**config.mk**
```make
export PLATFORM = sky130hd
export DESIGN_NAME = debounc_multi
export DESIGN_NICKNAME = d
export VERILOG_FILES = /design/src/rtl/debounc_multi.sv
export SDC_FILE = /design/constraint.sdc
export NUM_CORES = 1
export LEC_CHECK = 0
export CAP_MARGIN = 40
export CORE_ASPECT_RATIO = 1.75
export CORE_UTILIZATION = 35
export DETAILED_ROUTE_END_ITERATION = 10
export HOLD_SLACK_MARGIN = 0.1
export SYNTH_ARGS = -nofsm -noshare
export SYNTH_HDL_FRONTEND = slang
export SYNTH_SLANG_ARGS = --single-unit
```
**constraint.sdc**
```tcl
create_clock -name clk -period 2.4 [get_ports clk]
set_input_delay 0.48 -clock clk [delete_from_list [all_inputs] [get_ports clk]]
set_output_delay 0.48 -clock clk [all_outputs]
set_load 0.02 [all_outputs]
```
**src/rtl/debounc_multi.sv**
```systemverilog
// -----------------------------------------------------------------------------
// debounc_multi
//   Multi-channel push-button debouncer. Each channel synchronises its raw
//   input through two flops, then only accepts a new level once the
//   synchronised input has disagreed with the current debounced level for
//   T_STABLE consecutive cycles. Single-cycle rise/fall pulses mark each
//   accepted edge.
//
//   Optional long-press detection is built only when the macro LONG_PRESS_EN
//   is defined; otherwise long_press is tied low and no hold logic exists.
//
// Parameters
//   N_CH      number of independent channels (1..32)
//   T_STABLE  cycles a level must hold before it is accepted
//   T_LONG    cycles dout must stay high before long_press pulses
//
// Ports
//   clk         clock, all logic on rising edge
//   rst         synchronous active-high reset
//   din         raw asynchronous button levels, bit i = channel i
//   dout        debounced level per channel
//   rise        one-cycle pulse when dout goes 0->1
//   fall        one-cycle pulse when dout goes 1->0
//   long_press  one-cycle pulse after dout has been high for T_LONG cycles
// -----------------------------------------------------------------------------
module debounc_multi #(
    parameter int unsigned N_CH     = 4,
    parameter logic [19:0] T_STABLE = 20'hF_4240,
    parameter logic [25:0] T_LONG   = 26'h2FA_F080
) (
    input  logic            clk,
    input  logic            rst,
    input  logic [N_CH-1:0] din,
    output logic [N_CH-1:0] dout,
    output logic [N_CH-1:0] rise,
    output logic [N_CH-1:0] fall,
    output logic [N_CH-1:0] long_press
);

    if (N_CH < 1 || N_CH > 32 || T_STABLE == 20'd0 || T_LONG == 26'd0) begin : g_param_check
        $error("debounc_multi: parameter out of range");
    end

    logic [N_CH-1:0] r_s1;
    logic [N_CH-1:0] r_s2;
    logic [N_CH-1:0] r_dout;
    logic [N_CH-1:0] r_rise;
    logic [N_CH-1:0] r_fall;
    logic [19:0]     r_cnt [N_CH];

    logic [N_CH-1:0] w_mismatch;
    logic [N_CH-1:0] w_accept;

    // A channel accepts its new level on the cycle the counter already holds
    // T_STABLE-1 and the mismatch is still present.
    always_comb begin
        w_mismatch = r_s2 ^ r_dout;
        w_accept   = '0;
        for (int unsigned i = 0; i < N_CH; i++) begin
            w_accept[i] = w_mismatch[i] && (r_cnt[i] == (T_STABLE - 20'd1));
        end
    end

    always_ff @(posedge clk) begin
        if (rst) begin
            r_s1   <= '0;
            r_s2   <= '0;
            r_dout <= '0;
            r_rise <= '0;
            r_fall <= '0;
            for (int unsigned i = 0; i < N_CH; i++) begin
                r_cnt[i] <= '0;
            end
        end else begin
            r_s1   <= din;
            r_s2   <= r_s1;
            r_dout <= r_dout ^ w_accept;
            r_rise <= w_accept & ~r_dout;
            r_fall <= w_accept & r_dout;
            // Any agreement wipes the count, so bounces never accumulate;
            // acceptance also clears it, so it never passes T_STABLE-1.
            for (int unsigned i = 0; i < N_CH; i++) begin
                if (!w_mismatch[i] || w_accept[i]) begin
                    r_cnt[i] <= '0;
                end else begin
                    r_cnt[i] <= r_cnt[i] + 20'd1;
                end
            end
        end
    end

    assign dout = r_dout;
    assign rise = r_rise;
    assign fall = r_fall;

`ifdef LONG_PRESS_EN
    logic [25:0]     r_hold [N_CH];
    logic [N_CH-1:0] r_fired;
    logic [N_CH-1:0] r_long;

    // Hold count starts the cycle after the rise pulse, so the pulse lands
    // exactly T_LONG cycles after it; the fired flag then freezes the count.
    always_ff @(posedge clk) begin
        if (rst) begin
            r_fired <= '0;
            r_long  <= '0;
            for (int unsigned i = 0; i < N_CH; i++) begin
                r_hold[i] <= '0;
            end
        end else begin
            for (int unsigned i = 0; i < N_CH; i++) begin
                r_long[i] <= 1'b0;
                if (!r_dout[i]) begin
                    r_hold[i]  <= '0;
                    r_fired[i] <= 1'b0;
                end else if (!r_fired[i]) begin
                    if (r_hold[i] == (T_LONG - 26'd1)) begin
                        r_hold[i]  <= T_LONG;
                        r_fired[i] <= 1'b1;
                        r_long[i]  <= 1'b1;
                    end else begin
                        r_hold[i] <= r_hold[i] + 26'd1;
                    end
                end
            end
        end
    end

    assign long_press = r_long;
`else
    assign long_press = '0;
`endif

endmodule

```
* Yosys cells after proc, flatten, opt, wreduce, memory -nomap -nowiden
Memory sizes are Yosys's and may differ from the RTL's.
Cells that the tools add are included.
** Word-level totals
- RAM bits :: 80
- Logic and storage cells :: 73
- Input port bits :: 6
- Output and inout bits :: 16
- Register bits after elaboration :: 20
- Memories :: 1
** Memories
- r_cnt :: words 4, bits a word 20, rd ports 4, clocked after Yosys merged registers in 0, write ports 4, line 49 : logic [19:0] r_cnt [N_CH];
** Cells by class
- Reductions and logical operators :: 12
- Eq/ne operators :: 4
- Bitwise gates (word level) :: 13
- Mux-type cells :: 34
- $add $sub $neg :: 4
** Operators with widths (number)
- 20-bit two-way mux :: 8
- 20-bit by 1-bit adder with 20-bit output (second input constant) :: 4
- 20-bit == test (second input constant) :: 4
- 1-bit two-way mux :: 26
- 4-bit AND :: 2
- 1-bit bitwise OR :: 8
- 4-bit bitwise XOR :: 2
- 1-bit logical AND :: 4
- 1-bit logical NOT :: 4
- 1-bit logical OR :: 4
- 4-bit inverter :: 1

* Longest topological paths before layout
Gate-level depths: netlist of run 1.
An unclocked memory read counts as a cell.
- Depth after elaboration :: 9
- Gate-level depth with buffers :: 7
- Gate-level depth less buffers :: 5

* Worst setup path after synthesis of run 1
Ideal clock, no wire load.
- Path kind :: flip-flop to flip-flop
- Start point :: memory r_cnt[3][0]
- End point :: memory r_cnt[3][18] (data pin)
- Setup slack :: 0.436 ns
- Data required time :: 2.145 ns
- Clock period less this slack :: 1.964 ns
- Stages on the path, launching flop included :: 6
- Setup time :: 0.255 ns
- Path buffers :: 0
- Arrival :: 1.709 ns
- Cell sequence :: edfxtp_1 > ha_1 > nand4_1 > nor4_1 > mux2_2 > and3_1
** RTL lines (line)
- start: declaration :: 49

==> metrics.txt, run 1 <==
# TYPE chip_impl_metric gauge
chip_impl_metric{name="grt_max_degree",unit=""} 25
chip_impl_metric{name="floorplan.initialDensity",unit=""} 0.3625
chip_impl_metric{name="io-pin-count",unit=""} 22
chip_impl_metric{name="post-route-worst-setup-slack",unit="ns"} 0.2395
chip_impl_metric{name="insertion_delay",unit="ns"} 0.35
chip_impl_metric{name="worst_path_buffer_plus_inverter_count",unit=""} 0
chip_impl_metric{name="fin_tns_setup",unit="ns"} 0
chip_impl_metric{name="synth_cell_type_count",unit=""} 41
chip_impl_info{name="critPathTopFamily",value="simple AND/OR/NAND/NOR gates"} 1
chip_impl_info{name="yosys.area.top_type",value="sky130_fd_sc_hd__edfxtp_1"} 1
chip_impl_metric{name="final-setup-viol-count",unit=""} 0
chip_impl_metric{name="antenna_found_initial",unit=""} 0
chip_impl_metric{name="mappedNetlistArea",unit="um^2"} 5261
chip_impl_metric{name="finish.instance_area",unit="um^2"} 6286
chip_impl_metric{name="multi_input_gate_area_in_the_final_layout",unit="um^2"} 2609
chip_impl_info{name="tritoncts",value="yes"} 1
chip_impl_metric{name="synth_sequential_area_ratio",unit=""} 0.5327
chip_impl_info{name="criticalPathCategory",value="flip-flop to flip-flop"} 1
chip_impl_metric{name="fillerInstances",unit=""} 1448
chip_impl_metric{name="numPortBuffers",unit=""} 17
chip_impl_metric{name="cts_setup_buffers",unit=""} 0
chip_impl_metric{name="firstDrtPassIters",unit=""} 4
chip_impl_metric{name="final-hold-violation-count",unit=""} 0
chip_impl_info{name="critical_path.endpoint_type",value="flip-flop"} 1
chip_impl_metric{name="antennaDiodeCount",unit=""} 0
chip_impl_metric{name="globalRouteTotalUtil",unit=""} 0.1412
chip_impl_metric{name="via_density_per_instance",unit=""} 5.079
chip_impl_metric{name="ctsLongestPathBuffers",unit=""} 2
chip_impl_metric{name="final_max_slew_viol_count",unit=""} 0
chip_impl_metric{name="placeableCoreArea",unit="um^2"} 14510
chip_impl_metric{name="worst_pin_slew",unit="ns"} 0.7347
chip_impl_metric{name="num_rows",unit=""} 58
chip_impl_info{name="setup_repair_after_global_routing_missed_its_margin",value="no"} 1
chip_impl_metric{name="layout-drive-gt1-share",unit=""} 0.05795
chip_impl_metric{name="timing.critical_path.arrival",unit="ns"} 2.26
chip_impl_metric{name="route.final.wire_length",unit="mm"} 10.37
chip_impl_metric{name="cts.sinks",unit=""} 100
chip_impl_metric{name="vert_die_dim",unit="um"} 164.2
chip_impl_metric{name="grt_pass1_vias",unit=""} 3908
chip_impl_metric{name="powerDensity",unit="nW/um^2"} 623.1
chip_impl_metric{name="post-route-period-util",unit=""} 0.9002
chip_impl_metric{name="final_period_minus_worst_setup_slack",unit="ns"} 2.160
chip_impl_metric{name="synthesis.instances",unit=""} 504
chip_impl_metric{name="drtIter0Drc",unit=""} 129
chip_impl_metric{name="ctsHtreeMaxLevel",unit=""} 3
chip_impl_metric{name="gpl.final_weighted_congestion",unit=""} 0.8959
chip_impl_info{name="status",value="finished clean"} 1
chip_impl_info{name="worst_hold_path_type",value="flip-flop to flip-flop"} 1
chip_impl_metric{name="area_growth_from_synthesis_to_layout",unit="%"} 19.48
chip_impl_metric{name="cts_hold_bufs",unit=""} 0
chip_impl_metric{name="yosysTopAreaCellShare",unit=""} 0.4566
chip_impl_metric{name="chipWidth",unit="um"} 94.68
chip_impl_info{name="crit_path_top_delay_cell",value="sky130_fd_sc_hd__nor4_1"} 1
chip_impl_metric{name="clkSlewWorstSetupHoldPaths",unit="ns"} 0.06
chip_impl_metric{name="slowest_delay",unit="ns"} 0.50
chip_impl_metric{name="ys_seq_elements",unit=""} 100
chip_impl_metric{name="finalCoreUtilization",unit=""} 0.4331
chip_impl_metric{name="area_enclosed_by_the_die_boundary",unit="um^2"} 15550
chip_impl_metric{name="total_leakage_power",unit="nW"} 2.109
chip_impl_metric{name="cts-buffers-inserted",unit=""} 9
chip_impl_metric{name="cts_repair_resize_count",unit=""} 0
chip_impl_metric{name="placedInstanceArea",unit="um^2"} 5928
chip_impl_metric{name="cap_viol_max_count",unit=""} 0
chip_impl_metric{name="post-dp-hpwl",unit="mm"} 7.696
chip_impl_metric{name="route.vias.total",unit=""} 3982
chip_impl_metric{name="synthesis.yosys.warnings",unit=""} 0
chip_impl_info{name="root_buffer",value="sky130_fd_sc_hd__clkbuf_16"} 1
chip_impl_metric{name="global_route.overflow_total",unit=""} 0
chip_impl_metric{name="area.sequential",unit="um^2"} 2803
chip_impl_metric{name="critical_path_required",unit="ns"} 2.50
chip_impl_metric{name="slew_headroom",unit=""} 0.5101
chip_impl_info{name="post_synth_main_area_contributors",value="sky130_fd_sc_hd__edfxtp_1 46%, sky130_fd_sc_hd__dfxtp_1 7.6%, sky130_fd_sc_hd__xnor2_1 4.7%"} 1
chip_impl_metric{name="pre_cts_ws",unit="ns"} 0.2664
chip_impl_metric{name="cp_max_fo",unit=""} 4
chip_impl_metric{name="routedWlPerCell",unit="um"} 13.23
chip_impl_info{name="critical_path.cell_chain",value="ha_1 -> nand4_1 -> nor4_1 -> mux2_2 -> and3_1"} 1
chip_impl_info{name="worst_setup_path_start_kind",value="flip-flop"} 1
chip_impl_metric{name="syn_area_per_cell",unit="um^2"} 10.44
chip_impl_metric{name="design.final.nets",unit=""} 609
chip_impl_metric{name="irDropWorstVdd",unit="V"} 0.0002852
chip_impl_metric{name="max_clock_skew",unit="ns"} 0.01204
chip_impl_metric{name="wire_length_of_the_first_global_routing_pass",unit="mm"} 17.26
chip_impl_metric{name="maxClockFrequency",unit="MHz"} 462.9
chip_impl_metric{name="ant_nets",unit=""} 0
chip_impl_metric{name="drc",unit=""} 0
==> per-stage QoR <==
step / power [mW] / hold WS [ns] / std cells
after global placement: 2.200 / 0.4317 / 768
after CTS: 3.952 / 0.4464 / 784
after floorplan: 2.154 / 0.4138 / 586
final: 3.917 / 0.4427 / 784
after detailed placement: 2.206 / 0.4306 / 768
after global routing: 4.042 / 0.4732 / 784
==> Yosys cell counts, drive strengths merged <==
cell type  count
and4          12
nand2         23
and3          11
a21oi         24
or3           10
a31o           3
xor2          28
xnor2         28
nand2b         6
nand4b         4
nor4b          7
nor2b          9
buf           11
or2            2
nand3         27
nor3          11
or4            9
nor4          15
and2           6
o31ai          7
nand4         33
inv           13
nor2          64
conb           2
edfxtp        80
o21ai         15
dfxtp         20
mux2           1
ha             4
nor3b          4
clkbuf        12
nor4bb         3
==> report_power, final <==
group | switching (mW) | total [mW] | internal (mW) | leakage, nW
clock network | 0.620 | 1.74 | 1.12 | 0.174
registers | 0.0751 | 2.01 | 1.93 | 0.988
logic | 0.0948 | 0.163 | 0.0685 | 0.947
==> cell usage in the layout (no fill, tap or decap), types with 3 or more instances in the layout <==
cell                              instances
sky130_fd_sc_hd__o21ai_2                  3
sky130_fd_sc_hd__clkdlybuf4s50_1         17
sky130_fd_sc_hd__or3_1                   10
sky130_fd_sc_hd__nor4b_1                  7
sky130_fd_sc_hd__nand2b_1                 6
sky130_fd_sc_hd__nor4_1                  15
sky130_fd_sc_hd__a21oi_1                 24
sky130_fd_sc_hd__clkbuf_16                9
sky130_fd_sc_hd__nand4_1                 31
sky130_fd_sc_hd__buf_4                    7
sky130_fd_sc_hd__and3_1                  10
sky130_fd_sc_hd__o21ai_1                  3
sky130_fd_sc_hd__and2_1                   6
sky130_fd_sc_hd__nor3_1                  11
sky130_fd_sc_hd__nand2_1                 22
sky130_fd_sc_hd__or4_1                    8
sky130_fd_sc_hd__edfxtp_1                80
sky130_fd_sc_hd__conb_1                  84
sky130_fd_sc_hd__o31ai_1                  7
sky130_fd_sc_hd__nor3b_1                  4
sky130_fd_sc_hd__dfxtp_1                 20
sky130_fd_sc_hd__o21ai_0                  9
sky130_fd_sc_hd__ha_1                     4
sky130_fd_sc_hd__nor2b_1                  9
sky130_fd_sc_hd__inv_1                   13
sky130_fd_sc_hd__bufinv_16                4
sky130_fd_sc_hd__xnor2_1                 28
sky130_fd_sc_hd__and4_1                  11
sky130_fd_sc_hd__nor2_1                  64
sky130_fd_sc_hd__nand4b_1                 4
sky130_fd_sc_hd__a31o_2                   3
sky130_fd_sc_hd__nand3_1                 27
sky130_fd_sc_hd__xor2_1                  28
sky130_fd_sc_hd__nor4bb_1                 3
==> area by class of cell <==
class	count	area share
sequential	100	0.4459
multi-input combinational	450	0.4150
timing repair buffer	25	0.03861
clock buffer	11	0.03702
tap	180	0.03583
clock inverter	5	0.01990
inverter	13	0.007763
==> metal layers <==
metal | GRT usage | part of all wire | wire (um)
met5 | 0 | 0 | 0
met4 | 0.08884 | 0.041 | 425
met3 | 0.01991 | 0.027 | 275
met2 | 0.2482 | 0.53 | 5472
met1 | 0.1564 | 0.40 | 4198
==> cell families (layout without fill, tap and decap cells) <==
| group | Yosys count | in the layout | share of synthesized area |
|---|---|---|---|
| buffers and inverters | 36 | 54 | 0.02996 |
| and+or+nand+nor | 256 | 256 | 0.2768 |
| other | 2 | 84 | 0.001427 |
| muxes | 1 | 1 | 0.002140 |
| DFF | 100 | 100 | 0.5327 |
| adders and majority gates | 4 | 4 | 0.009513 |
| xor gates and xnor gates | 56 | 56 | 0.09322 |
| AOI/OAI and AO/OA | 49 | 49 | 0.05422 |
==> state kept, by name, indices dropped and copies added, names as in the netlist, named ones only <==
name / count
fall: 4
r_cnt: 80
r_s1: 4
r_s2: 4
rise: 4
==> final timing paths <==
kind	depth (start not counted)	to	slack, ns	startpoint
worst max register to register	5	r_cnt[3][18]	0.24	r_cnt[3][0]
worst max-delay path	5	r_cnt[3][18]	0.24	r_cnt[3][0]
worst min register to register	1	r_s2[1]	0.44	r_s1[1]
worst min-delay path	1	r_s2[1]	0.44	r_s1[1]
Note: power is estimated with default switching activity, not from simulation.
==> run 2: changes to the inputs <==
clock period = 2.6 ns   (was 2.4 ns; I/O delays follow)
==> run 2 against run 1 <==
Clock-buffer cell count is 1 higher. Non-clock buffer count fell by 1. Largest power group unchanged. Wire length is 0.14% higher. Critical path depth is the same. Critical path type unchanged. Worst setup slack better by 0.28 ns. Die area unchanged. Via count fell by 0.40%. Critical endpoint is now r_cnt[2][1].
==> metrics.txt, run 2 (synthesis results as in run 1) <==
# TYPE chip_impl_metric gauge
chip_impl_metric{name="routedWlPerCell",unit="um"} 13.26
chip_impl_metric{name="total_leakage_power",unit="nW"} 2.059
chip_impl_metric{name="ant_nets",unit=""} 0
chip_impl_metric{name="grt_max_degree",unit=""} 21
chip_impl_metric{name="final_max_slew_viol_count",unit=""} 0
chip_impl_metric{name="design_power_total",unit="mW"} 3.290
chip_impl_metric{name="post-dp-hpwl",unit="mm"} 7.594
chip_impl_metric{name="chipWidth",unit="um"} 94.68
chip_impl_metric{name="multi_input_gate_area_in_the_final_layout",unit="um^2"} 2609
chip_impl_metric{name="fin_cells",unit=""} 783
chip_impl_metric{name="wire_length_of_the_first_global_routing_pass",unit="mm"} 18.11
chip_impl_metric{name="route.final.wire_length",unit="mm"} 10.39
chip_impl_metric{name="max_clock_skew",unit="ns"} 0.007364
chip_impl_info{name="tritoncts",value="yes"} 1
chip_impl_metric{name="placeableCoreArea",unit="um^2"} 14510
chip_impl_metric{name="critical_path_required",unit="ns"} 2.70
chip_impl_metric{name="io-pin-count",unit=""} 22
chip_impl_metric{name="cts_setup_buffers",unit=""} 0
chip_impl_metric{name="numPortBuffers",unit=""} 17
chip_impl_metric{name="cts_hold_bufs",unit=""} 0
chip_impl_metric{name="floorplan.initialDensity",unit=""} 0.3625
chip_impl_metric{name="final-setup-viol-count",unit=""} 0
chip_impl_info{name="worst_hold_path_type",value="flip-flop to flip-flop"} 1
chip_impl_info{name="criticalPathCategory",value="flip-flop to flip-flop"} 1
chip_impl_metric{name="post-route-worst-setup-slack",unit="ns"} 0.5232
chip_impl_metric{name="area_growth_from_synthesis_to_layout",unit="%"} 17.67
chip_impl_metric{name="worst_hold_margin",unit="ns"} 0.4407
chip_impl_metric{name="firstDrtPassIters",unit=""} 4
chip_impl_metric{name="ff2ff_setup_slack",unit="ns"} 0.52
chip_impl_metric{name="vert_die_dim",unit="um"} 164.2
chip_impl_metric{name="timing.critical_path.arrival",unit="ns"} 2.17
chip_impl_metric{name="globalRouteTotalUtil",unit=""} 0.1457
chip_impl_metric{name="maxClockFrequency",unit="MHz"} 481.5
chip_impl_metric{name="slew_headroom",unit=""} 0.5661
chip_impl_metric{name="antenna_found_initial",unit=""} 0
chip_impl_metric{name="num_rows",unit=""} 58
chip_impl_metric{name="worst_pin_slew",unit="ns"} 0.6458
chip_impl_metric{name="pre_cts_ws",unit="ns"} 0.4539
chip_impl_metric{name="final_period_minus_worst_setup_slack",unit="ns"} 2.077
chip_impl_metric{name="area_enclosed_by_the_die_boundary",unit="um^2"} 15550
chip_impl_metric{name="post-route-period-util",unit=""} 0.7988
chip_impl_metric{name="fin_tns_setup",unit="ns"} 0
chip_impl_metric{name="powerDensity",unit="nW/um^2"} 531.4
chip_impl_info{name="final_cell_mix",value="84 x sky130_fd_sc_hd__conb_1, 80 x sky130_fd_sc_hd__edfxtp_1, 64 x sky130_fd_sc_hd__nor2_1"} 1
chip_impl_info{name="setup_repair_after_global_routing_missed_its_margin",value="no"} 1
chip_impl_metric{name="ctsHtreeMaxLevel",unit=""} 3
chip_impl_info{name="worst_setup_path_start_kind",value="flip-flop"} 1
chip_impl_metric{name="global_route.overflow_total",unit=""} 0
chip_impl_metric{name="number_of_flip_flops_in_the_largest_register",unit=""} 80
chip_impl_info{name="critical_path.endpoint_type",value="flip-flop"} 1
chip_impl_metric{name="insertion_delay",unit="ns"} 0.34
chip_impl_metric{name="cap_viol_max_count",unit=""} 0
chip_impl_info{name="status",value="finished clean"} 1
chip_impl_metric{name="gpl.final_weighted_congestion",unit=""} 0.8499
chip_impl_metric{name="cts_repair_resize_count",unit=""} 0
chip_impl_metric{name="route.vias.total",unit=""} 3966
chip_impl_info{name="most_common_library_cell_in_the_layout_ignoring_fill_and_taps",value="sky130_fd_sc_hd__conb_1"} 1
chip_impl_metric{name="layout-drive-gt1-share",unit=""} 0.05638
chip_impl_metric{name="cp_max_fo",unit=""} 5
chip_impl_metric{name="final-hold-violation-count",unit=""} 0
chip_impl_info{name="largest-register",value="r_cnt"} 1
chip_impl_metric{name="irDropWorstVdd",unit="V"} 0.0002490
chip_impl_metric{name="via_density_per_instance",unit=""} 5.065
chip_impl_metric{name="grt_pass1_vias",unit=""} 4010
chip_impl_metric{name="area.sequential",unit="um^2"} 2803
chip_impl_metric{name="ctsLongestPathBuffers",unit=""} 2
chip_impl_info{name="root_buffer",value="sky130_fd_sc_hd__clkbuf_16"} 1
chip_impl_metric{name="antennaDiodeCount",unit=""} 0
chip_impl_metric{name="cts-buffers-inserted",unit=""} 9
chip_impl_metric{name="clkSlewWorstSetupHoldPaths",unit="ns"} 0.07
chip_impl_metric{name="design.final.nets",unit=""} 608
chip_impl_metric{name="placed_cells",unit=""} 767
chip_impl_metric{name="cts.sinks",unit=""} 100
chip_impl_metric{name="fillerInstances",unit=""} 1433
chip_impl_metric{name="drc",unit=""} 0
chip_impl_metric{name="drtIter0Drc",unit=""} 164
==> run 2: cell count changes in the layout (fill, tap and decap cells not counted), sizes merged <==
cell      previous run  this run
bufinv               4         0
clkinv               1         2
clkbuf              11        12
buf                  8         7
clkinvlp             0         2
==> run 2: path summary, 6_finish.rpt <==
path,from,to,cells past startpoint
setup / recovery,r_cnt[2][0],r_cnt[2][1],5
hold reg to reg,r_s1[0],r_s2[0],1
setup reg to reg,r_cnt[2][0],r_cnt[2][1],5
hold / removal,r_s1[0],r_s2[0],1
==> run 2: layout make-up <==
type / count / area share
flip-flops and latches: 100 / 0.4527
clock buffers: 12 / 0.04163
multi-input cells: 450 / 0.4214
inverters: 13 / 0.007882
clock inverters: 4 / 0.004042
well taps: 180 / 0.03638
repair buffers: 24 / 0.03597
==> run 2: per-stage QoR <==
stage | util | instance area, um^2
6_report | 0.4266 | 6191
4_1_cts | 0.4266 | 6191
3_5_place_dp | 0.4071 | 5908
5_1_grt | 0.4266 | 6191
2_1_floorplan | - | 5569
3_3_place_gp | 0.4071 | 5908
==> run 2: report_power, final <==
group	switching, mW	internal (mW)	total [mW]
sequential	0.0734	1.79	1.86
combinational	0.0829	0.0593	0.142
clock	0.583	0.706	1.29
==> run 2: metal layers <==
metal | global-route usage | part of all wire | wire length [um] | vias up
met5 | 0 | 0 | 0 | -
met3 | 0.02176 | 0.023 | 242 | 28
li1 | - | - | - | 1975
met1 | 0.1632 | 0.41 | 4284 | 1892
met4 | 0.07438 | 0.033 | 345 | 0
met2 | 0.2613 | 0.53 | 5514 | 71
==> run 2: critical path, stage by stage (launching register included) <==
cell	delay, ns
sky130_fd_sc_hd__edfxtp_1	0.40
sky130_fd_sc_hd__ha_1	0.23
sky130_fd_sc_hd__nand4_1	0.20
sky130_fd_sc_hd__or2_0	0.36
sky130_fd_sc_hd__or3_1	0.43
sky130_fd_sc_hd__and3_1	0.21
